`config.mk`:
```
export PLATFORM = sky130hd
export DESIGN_NAME = energy_tracker
export DESIGN_NICKNAME = d
export VERILOG_FILES = /design/src/rtl/ising_pkg.sv /design/src/rtl/sat_counter.sv /design/src/rtl/energy_tracker.sv
export SDC_FILE = /design/constraint.sdc
export NUM_CORES = 1
export LEC_CHECK = 0
export CORE_AREA = 2 2 233 235
export DETAILED_ROUTE_END_ITERATION = 7
export DIE_AREA = 0 0 235 237
export SKIP_LAST_GASP = 1
export SLEW_MARGIN = 20
export SYNTH_ARGS = -nofsm -noshare
export SYNTH_HDL_FRONTEND = slang
export SYNTH_SLANG_ARGS = --single-unit
export TNS_END_PERCENT = 50
```
`constraint.sdc`:
```
create_clock -name clk -period 3.5 [get_ports clk]
set_input_delay 0.35 -clock clk [delete_from_list [all_inputs] [get_ports clk]]
set_output_delay 0.35 -clock clk [all_outputs]
set_load 0.03 [all_outputs]
```
`src/rtl/ising_pkg.sv`:
```
// Shared types and constants for the Ising annealing datapath.
package ising_pkg;

  // Signed width of sigma^T*J*sigma for VECTOR_SIZE spins and J elements of j_width bits.
  function automatic int energy_width(input int vector_size, input int j_width);
    return 2 * $clog2(vector_size) + j_width + 1;
  endfunction

  typedef enum logic [1:0] {
    ST_IDLE  = 2'd0,
    ST_FIRST = 2'd1,
    ST_RUN   = 2'd2,
    ST_DONE  = 2'd3
  } tracker_state_t;

  localparam int DONE_ITER_BIT  = 0;
  localparam int DONE_STALL_BIT = 1;
  typedef logic [1:0] done_reason_t;

  // Most positive signed value of the given width (sign bit 0, rest ones).
  function automatic logic [63:0] max_energy(input int width);
    return (64'd1 << (width - 1)) - 64'd1;
  endfunction

endpackage

```
`src/rtl/sat_counter.sv`:
```
// Up-counter with synchronous clear and enable that sticks at MAX.
// Latency: count updates on the enabling edge; count_nxt previews it. No backpressure.
module sat_counter #(
  parameter int               WIDTH = 8,
  parameter logic [WIDTH-1:0] MAX   = '1
) (
  input  logic             clk,
  input  logic             rst,
  input  logic             clr,
  input  logic             en,
  output logic [WIDTH-1:0] count,
  output logic [WIDTH-1:0] count_nxt
);

  always_comb begin
    count_nxt = count;
    if (clr) begin
      count_nxt = '0;
    end else if (en && (count != MAX)) begin
      count_nxt = count + WIDTH'(1);
    end
  end

  always_ff @(posedge clk) begin
    if (rst) begin
      count <= '0;
    end else begin
      count <= count_nxt;
    end
  end

endmodule

```
`src/rtl/energy_tracker.sv`:
```
// Keeps the best energy/sigma of an annealing run and ends it on an iteration or stall limit.
// Latency: one cycle from energy_valid to accept/reject and state; accepts one evaluation per cycle, no backpressure.
module energy_tracker
  import ising_pkg::*;
#(
  parameter int VECTOR_SIZE     = 256,
  parameter int J_ELEMENT_WIDTH = 4,
  parameter int ENERGY_WIDTH    = energy_width(VECTOR_SIZE, J_ELEMENT_WIDTH),
  parameter int ITER_WIDTH      = 16,
  parameter int STALL_LIMIT     = 16
) (
  input  logic                                clk,
  input  logic                                rst,
  input  logic                                start,
  input  logic [ITER_WIDTH-1:0]               max_iters,
  input  logic                                energy_valid,
  input  logic signed [ENERGY_WIDTH-1:0]      energy_in,
  input  logic [VECTOR_SIZE-1:0]              sigma_in,
  output logic signed [ENERGY_WIDTH-1:0]      best_energy,
  output logic [VECTOR_SIZE-1:0]              best_sigma,
  output logic                                accept,
  output logic                                reject,
  output logic [ITER_WIDTH-1:0]               iter_count,
  output logic [$clog2(STALL_LIMIT+1)-1:0]    stall_count,
  output logic                                busy,
  output logic                                done,
  output done_reason_t                        done_reason
);

  localparam int STALL_W = $clog2(STALL_LIMIT + 1);
  localparam logic signed [ENERGY_WIDTH-1:0] E_MAX =
    $signed(ENERGY_WIDTH'(max_energy(ENERGY_WIDTH)));
  localparam logic [STALL_W-1:0] STALL_MAX = STALL_W'(STALL_LIMIT);

  tracker_state_t          state;
  logic [ITER_WIDTH-1:0]   max_iters_q;
  logic [ITER_WIDTH-1:0]   iter_nxt;
  logic [STALL_W-1:0]      stall_nxt;
  logic                    live;
  logic                    take;
  logic                    better;
  logic                    iter_hit;
  logic                    stall_hit;

  // start wins over a coincident evaluation, which is simply dropped.
  assign live   = (state == ST_FIRST) || (state == ST_RUN);
  assign take   = energy_valid && !start && live;
  assign better = (state == ST_FIRST) || (energy_in < best_energy);

  sat_counter #(
    .WIDTH (ITER_WIDTH),
    .MAX   ('1)
  ) u_iter_cnt (
    .clk       (clk),
    .rst       (rst),
    .clr       (start),
    .en        (take),
    .count     (iter_count),
    .count_nxt (iter_nxt)
  );

  sat_counter #(
    .WIDTH (STALL_W),
    .MAX   (STALL_MAX)
  ) u_stall_cnt (
    .clk       (clk),
    .rst       (rst),
    .clr       (start || (take && better)),
    .en        (take && !better),
    .count     (stall_count),
    .count_nxt (stall_nxt)
  );

  // Limits are judged on the counts this evaluation produces, not the stale ones.
  assign iter_hit  = (max_iters_q != '0) && (iter_nxt == max_iters_q);
  assign stall_hit = (stall_nxt == STALL_MAX);

  always_ff @(posedge clk) begin
    if (rst) begin
      state       <= ST_IDLE;
      max_iters_q <= '0;
      best_energy <= E_MAX;
      best_sigma  <= '0;
      accept      <= 1'b0;
      reject      <= 1'b0;
      busy        <= 1'b0;
      done        <= 1'b0;
      done_reason <= '0;
    end else begin
      accept <= 1'b0;
      reject <= 1'b0;
      if (start) begin
        state       <= ST_FIRST;
        busy        <= 1'b1;
        done        <= 1'b0;
        max_iters_q <= max_iters;
        best_energy <= E_MAX;
        best_sigma  <= '0;
        done_reason <= '0;
      end else if (take) begin
        if (better) begin
          best_energy <= energy_in;
          best_sigma  <= sigma_in;
          accept      <= 1'b1;
        end else begin
          reject <= 1'b1;
        end
        if (iter_hit || stall_hit) begin
          state                       <= ST_DONE;
          busy                        <= 1'b0;
          done                        <= 1'b1;
          done_reason[DONE_ITER_BIT]  <= iter_hit;
          done_reason[DONE_STALL_BIT] <= stall_hit;
        end else begin
          state <= ST_RUN;
        end
      end
    end
  end

endmodule

```
# Word level (Yosys, flattened, before mapping)
# Index checks and enable logic that the tools add are counted.
# op_classes
add_sub_neg,2
order_cmp,1
n_eq_ne,6
muxes,12
bitwise,1
reduce_logical,21
# op_table
operator,n
$mux 16,2
$lt 21x21->1,1
$add 16x1->16 const B,1
$eq 16x16->1,1
$ne 16x16->1 const B,1
$reduce_bool 16->1,1
$mux 5,2
$mux 1,8
$logic_and 1x1->1,7
$reduce_and 2->1,3
$add 5x1->5 const B,1
$eq 5x5->1 const B,1
$ne 5x5->1 const B,1
$logic_or 1x1->1,4
$reduce_bool 2->1,2
$reduce_or 3->1,1
$eq 2x1->1 const B,1
$eq 2x2->1 const B,1
$logic_not 1->1,2
$reduce_or 2->1,1
$not 1->1,1
# word_totals
reg_bits,322
in_bits,297
out_inout_bits,304
wordCells,55

# Logic depth before layout (Yosys ltp)
# depth
depth_word,12
ltp_mapped,13
ltp_nobuf,10

# Hierarchy
# From an unflattened synthesis, not the netlist that was laid out.
# unflattened
cells_unflattened,1557
area_unflattened_um2,14019.7
# modules_own_cells
mod,instances,cells_each,area_each_um2,seq_area_each_um2
energy_tracker,1,1392,12658.4,6025.8
sat_counter at u_iter_cnt,1,131,1054.8,320.3
sat_counter at u_stall_cnt,1,34,306.5,100.1

# Worst setup path before layout
# No wires, ideal clock.
# synth_timing
path_type,register to register
from,register u_iter_cnt.count[1]
to,register busy
setup_time_ns,0.116
t_arrival_ns,3.243
required_time_ns,3.384
path_slack_ns,0.142
path_stages_with_launch,11
path_buffers,1
synth_period_minus_slack_ns,3.358
cell_sequence,dfxtp_1 > ha_1 > buf_6 > nand3_1 > or3_4 > and3b_1 > or4b_1 > mux2_2 > and3_4 > or4_4 > and3_1
# synth_between
elab_chain_len,9
elab_cells_between_ends,10
cone_classes,add/sub: 1; eq/ne: 2; mux: 2; reduce/logical: 5
# synth_rtl
item,line_no,rtl
start: declaration,sat_counter.sv:11,"output logic [WIDTH-1:0] count,"
start signal: assignment,sat_counter.sv:28,count <= count_nxt;
branches (longest 2 deep; another with $add 16x1->16),-,
$mux 16 (*),sat_counter.sv:19,end else if (en && (count != MAX)) begin
$mux 16 (*),sat_counter.sv:17,if (clr) begin
$eq 16x16->1 (*),energy_tracker.sv:75,assign iter_hit = (max_iters_q != '0) && (iter_nxt == max_iters_q);
$logic_and 1x1->1 (*),energy_tracker.sv:75,
$logic_or 1x1->1 (*),energy_tracker.sv:108,if (iter_hit || stall_hit) begin
$reduce_bool 2->1 (no line) (*),-,
$reduce_and 2->1 (no line) (*),-,
end signal: assignment,energy_tracker.sv:86,busy <= 1'b0;
end signal: assignment,energy_tracker.sv:94,busy <= 1'b1;
end signal: assignment,energy_tracker.sv:110,busy <= 1'b0;
end: declaration,energy_tracker.sv:25,"output logic busy,"
# Every way passes the cells marked *.
# A chain may end at the register's enable or synchronous reset.

# Worst setup path in the final report
# layout_timing
from,register state[1]
to,register busy
# layout_between
elab_chain_len,11
elab_cells_between_ends,22
cone_classes,eq/ne: 4; mux: 4; reduce/logical: 14
# layout_rtl
item,line_no,rtl
start: declaration,energy_tracker.sv:35,tracker_state_t state;
start signal: assignment,energy_tracker.sv:80,state <= ST_IDLE;
start signal: assignment,energy_tracker.sv:93,state <= ST_FIRST;
start signal: assignment,energy_tracker.sv:109,state <= ST_DONE;
$eq 2x1->1 / $eq 2x2->1 (equally long branches),"energy_tracker.sv:46, energy_tracker.sv:48",
"$logic_or 1x1->1, on equally long branches","energy_tracker.sv:46, energy_tracker.sv:48",
$logic_and 1x1->1 / $logic_not 1->1 (equally long branches),"energy_tracker.sv:47, energy_tracker.sv:69",
"$logic_and 1x1->1, on equally long branches","sat_counter.sv:19, energy_tracker.sv:69",
$mux 16 / $logic_and 1x1->1 (equally long branches),sat_counter.sv:19,
$mux 16 / $mux 5 (equally long branches),"sat_counter.sv:17, sat_counter.sv:19",
$eq 16x16->1 / $mux 5 (equally long branches),"energy_tracker.sv:75, sat_counter.sv:17",
$logic_and 1x1->1 / $eq 5x5->1 (equally long branches),"energy_tracker.sv:75, energy_tracker.sv:76",
$logic_or 1x1->1,energy_tracker.sv:108,
$reduce_bool 2->1 (no line),-,
$reduce_and 2->1 (no line) (*),-,
# Every way passes the cells marked *; elsewhere a longest branch is shown, timed or not.

==> results.yml <==
die:
  dieHeight_um: 237
  start_util: 0.238
  fp.coreArea_um2: 53300
  die_area_um2: 55700
  rows: 85
  ios: 601
  die_w_um: 235
synth:
  ys_seq_area_frac: 0.509
  synth_top_cell_area_share: 0.509
  async_flop_share: 0
  syn_inst: 1608
  syn_nets: 1929
  synth_ff_type: "dfxtp_1"
  ys_warn_count: 0
  synth_edf_count: 0
  synth.top_cells.by_area: "dfxtp_1 51%, nand2_1 16%, a21oi_1 11%"
  synth_area_um2: 12700
  ys_ff_latch: 322
  synth_area_leader_cell: "dfxtp_1"
  synth.distinct_cells: 68
  synth_area_per_cell_um2: 7.88
worst_setup_path:
  cp.arrival_ns: 3.68
  cp_top_family: "simple AND/OR/NAND/NOR gates"
  cpMaxStageDelayCell: "or4_4"
  crit_chain: "inv_1, ha_1, nand4bb_4, nor4_2, a21boi_0, or4b_1, mux2_2, and3_4, or4_4, and3_1"
  criticalPathCategory: "reg -> reg"
  critPathMaxStageDelay_ns: 0.56
  cp.depth: 10
  r2r_slack_ns: 0.24
  reg2regPathDepth: 10
  reg2reg_to: "busy"
  r2r-start: "state[1]"
  critPathLaunchType: "flop"
  crit_start: "state[1]"
  cp.required_ns: 3.93
  crit_fanout: 5
  crit_buf_inv: 1
  crit_end: "busy"
  cp-end-kind: "flop"
clock_network:
  clockBufferDepth: 3
  cts_max_level: 2
  clk_latency_ns: 0.54
  cts.sinks: 322
  cts.reportedPaths.clkPinSlew_ns: 0.06
  cts_tree: "yes"
  cts_buffers: 38
  root_buffer: "clkbuf_16"
pwr:
  seq_power_share: 0.432
  powerDensity_nw_per_um2: 412
  total_leakage_power_nw: 7.29
  pwr-share-comb: 0.101
  sw_frac_of_total: 0.231
  p_int_mw: 6.69
  pwr-share-clk: 0.467
  switching_power_mw: 2.00
  ir_drop_mv: 0.345
  finalPower_mw: 8.69
routing:
  antenna_left: 0
  firstDrtPassIters: 5
  drc: 0
  num_vias: 13200
  wl_per_cell_um: 16.3
  viasPerCell: 4.51
  totalWireLength_um: 47700
  first_iter_violations: 562
place:
  io_buffer_count: 600
  routabilityCongestion: 0.869
  placed_cells: 2858
  hpwl_um: 35800
cells_and_area:
  area_growth_pct: 66.6
  final_core_util: 0.396
  final_cells: 2925
  nets: 2523
  diodes: 0
  drive_above_1_share: 0.0651
  fill_cells: 5366
timing:
  setup_viol: 0
  hold_violations: 0
  fin_crit_sh: 0.930
  maxSlewViolCount: 0
  fin_skew_ns: 0.0192
  rsz0062_at_grt: "false"
  hold_ws_ns: 0.312
  tns_ns: 0
  maxSlewHeadroom: 0.570
  max_freq_mhz: 307
  tightest_slew_ns: 0.639
  period_minus_slack_ns: 3.26
min_path:
  hold_class: "in -> reg"
  worstHoldPathCells: 4
global_route:
  grt_overflow: 0
  grt_use_total: 0.164
  grt_antenna_before_repair: 0
  grt_pass1_vias: 13100
  grt_max_degree: 95
  grt_pass1_wl_um: 73500
run_status:
  outcome: "finished, final reports clean"
flow_run:
  cap_violations: 0
-- synthesized netlist by cell type, drive strengths merged, types with 2 or more instances --
cell type / instances
xor2: 4
a41o: 2
nand2: 555
a21oi: 285
a221oi: 3
nand4b: 4
mux2i: 19
nor3b: 2
a21o: 5
or2: 4
buf: 24
nand4: 7
and4: 7
or3: 7
nor3: 9
nand2b: 7
nor4bb: 2
o21ai: 31
a311oi: 2
a21boi: 2
a211oi: 4
and4b: 2
o21a: 3
nor4: 12
mux2: 2
nand3: 15
nor4b: 3
nor2: 67
nor2b: 5
nand3b: 2
a31oi: 6
inv: 31
ha: 24
and3: 8
and2: 2
clkbuf: 88
o211ai: 4
xnor2: 7
dfxtp: 322
-- how the worst min path moves through the flow --
stage / from / end
floorplan: state[1] / state[1]
global placement: best_sigma[55] / best_sigma[55]
detailed placement: best_sigma[230] / best_sigma[230]
CTS: start / max_iters_q[7]
global route: sigma_in[176] / best_sigma[176]
finish: start / max_iters_q[7]
-- power groups by stage --
stage          combinational, mW  sequential (mW)  clock [mW]
2_1_floorplan              0.257             3.90           0
3_3_place_gp               0.879             3.83           0
3_5_place_dp               0.883             3.83           0
4_1_cts                    0.889             3.75        4.19
5_1_grt                    0.948             3.76        4.33
6_report                   0.880             3.75        4.06
-- flip-flops by register name (all words and copies together), names as in the netlist, 2 cells and up --
name	cells
best_sigma	256
u_stall_cnt.count	5
max_iters_q	16
u_iter_cnt.count	16
done_reason	2
state	2
best_energy	21
-- routing by layer --
layer  share of wire  global-route usage  vias up
met5               0                   0        -
met2            0.50               0.285      456
met3           0.078              0.0504       74
met1            0.40               0.191     6151
li1                -                   -     6523
met4           0.026              0.0520        0
-- placed cells by master, fill, tap and decap left out, types with 5 or more instances in the layout --
master | synthesis | final
nand3_1 | 13 | 13
inv_1 | 31 | 31
nor2_1 | 67 | 67
buf_4 | 2 | 47
buf_12 | 0 | 19
nand4_1 | 7 | 7
xnor2_1 | 7 | 7
nor4_1 | 11 | 10
nor3_1 | 9 | 9
clkdlybuf4s50_1 | 0 | 599
ha_1 | 24 | 24
dfxtp_1 | 322 | 322
clkbuf_16 | 0 | 41
nand2_1 | 554 | 553
nand2b_1 | 7 | 7
and3_1 | 7 | 7
mux2i_1 | 19 | 19
clkbuf_8 | 0 | 10
a21o_1 | 5 | 5
a31oi_1 | 6 | 6
nor2b_1 | 5 | 5
and4_1 | 7 | 7
a21oi_1 | 285 | 285
or3_1 | 6 | 6
clkbuf_1 | 88 | 8
o21ai_0 | 31 | 31
-- logic make-up after synthesis --
| family | Yosys count | share of synthesized area |
|---|---|---|
| AO/OA/AOI/OAI | 361 | 0.153 |
| adder cells (fa/ha/maj) | 24 | 0.0237 |
| AND/OR/NAND/NOR | 726 | 0.243 |
| XOR/XNOR | 11 | 0.00760 |
| multiplexers | 21 | 0.0168 |
| buffers and inverters | 143 | 0.0467 |
| flip-flops | 322 | 0.509 |
-- stage by stage --
step / setup slack (ns) / instance area (um2)
floorplan: 0.142 / 12700
global placement: 0.122 / 19800
detailed placement: 0.0774 / 19800
CTS: 0.159 / 21100
global route: 0.0517 / 21100
finish: 0.244 / 21100
-- cell type report --
cell class | count | area, um2 | share of cell area
multi-input cells | 1143 | 5650 | 0.268
clock inverters | 8 | 95.1 | 0.00451
clock buffers | 59 | 1190 | 0.0566
repair buffers | 666 | 6730 | 0.319
well taps | 696 | 871 | 0.0413
inverters | 31 | 116 | 0.00551
flip-flops and latches | 322 | 6450 | 0.305
-- worst reg2reg max path, delay by kind of cell, from the launching register on --
family	cells	cell delay (ns)
AO/OA/AOI/OAI	1	0.18
adder cells (fa/ha/maj)	1	0.33
buffers and inverters	1	0.05
flip-flops	1	0.30
multiplexers	1	0.28
AND/OR/NAND/NOR	6	2.01
-- what timing repair did --
action                                 CTS  global route
resized for setup                        0             1
setup buffers                            0             0
endpoints found under the hold margin    0             0
hold buffers                             0             0
setup endpoints to repair                0             1
No activity file was read; power rests on OpenSTA's default activity.
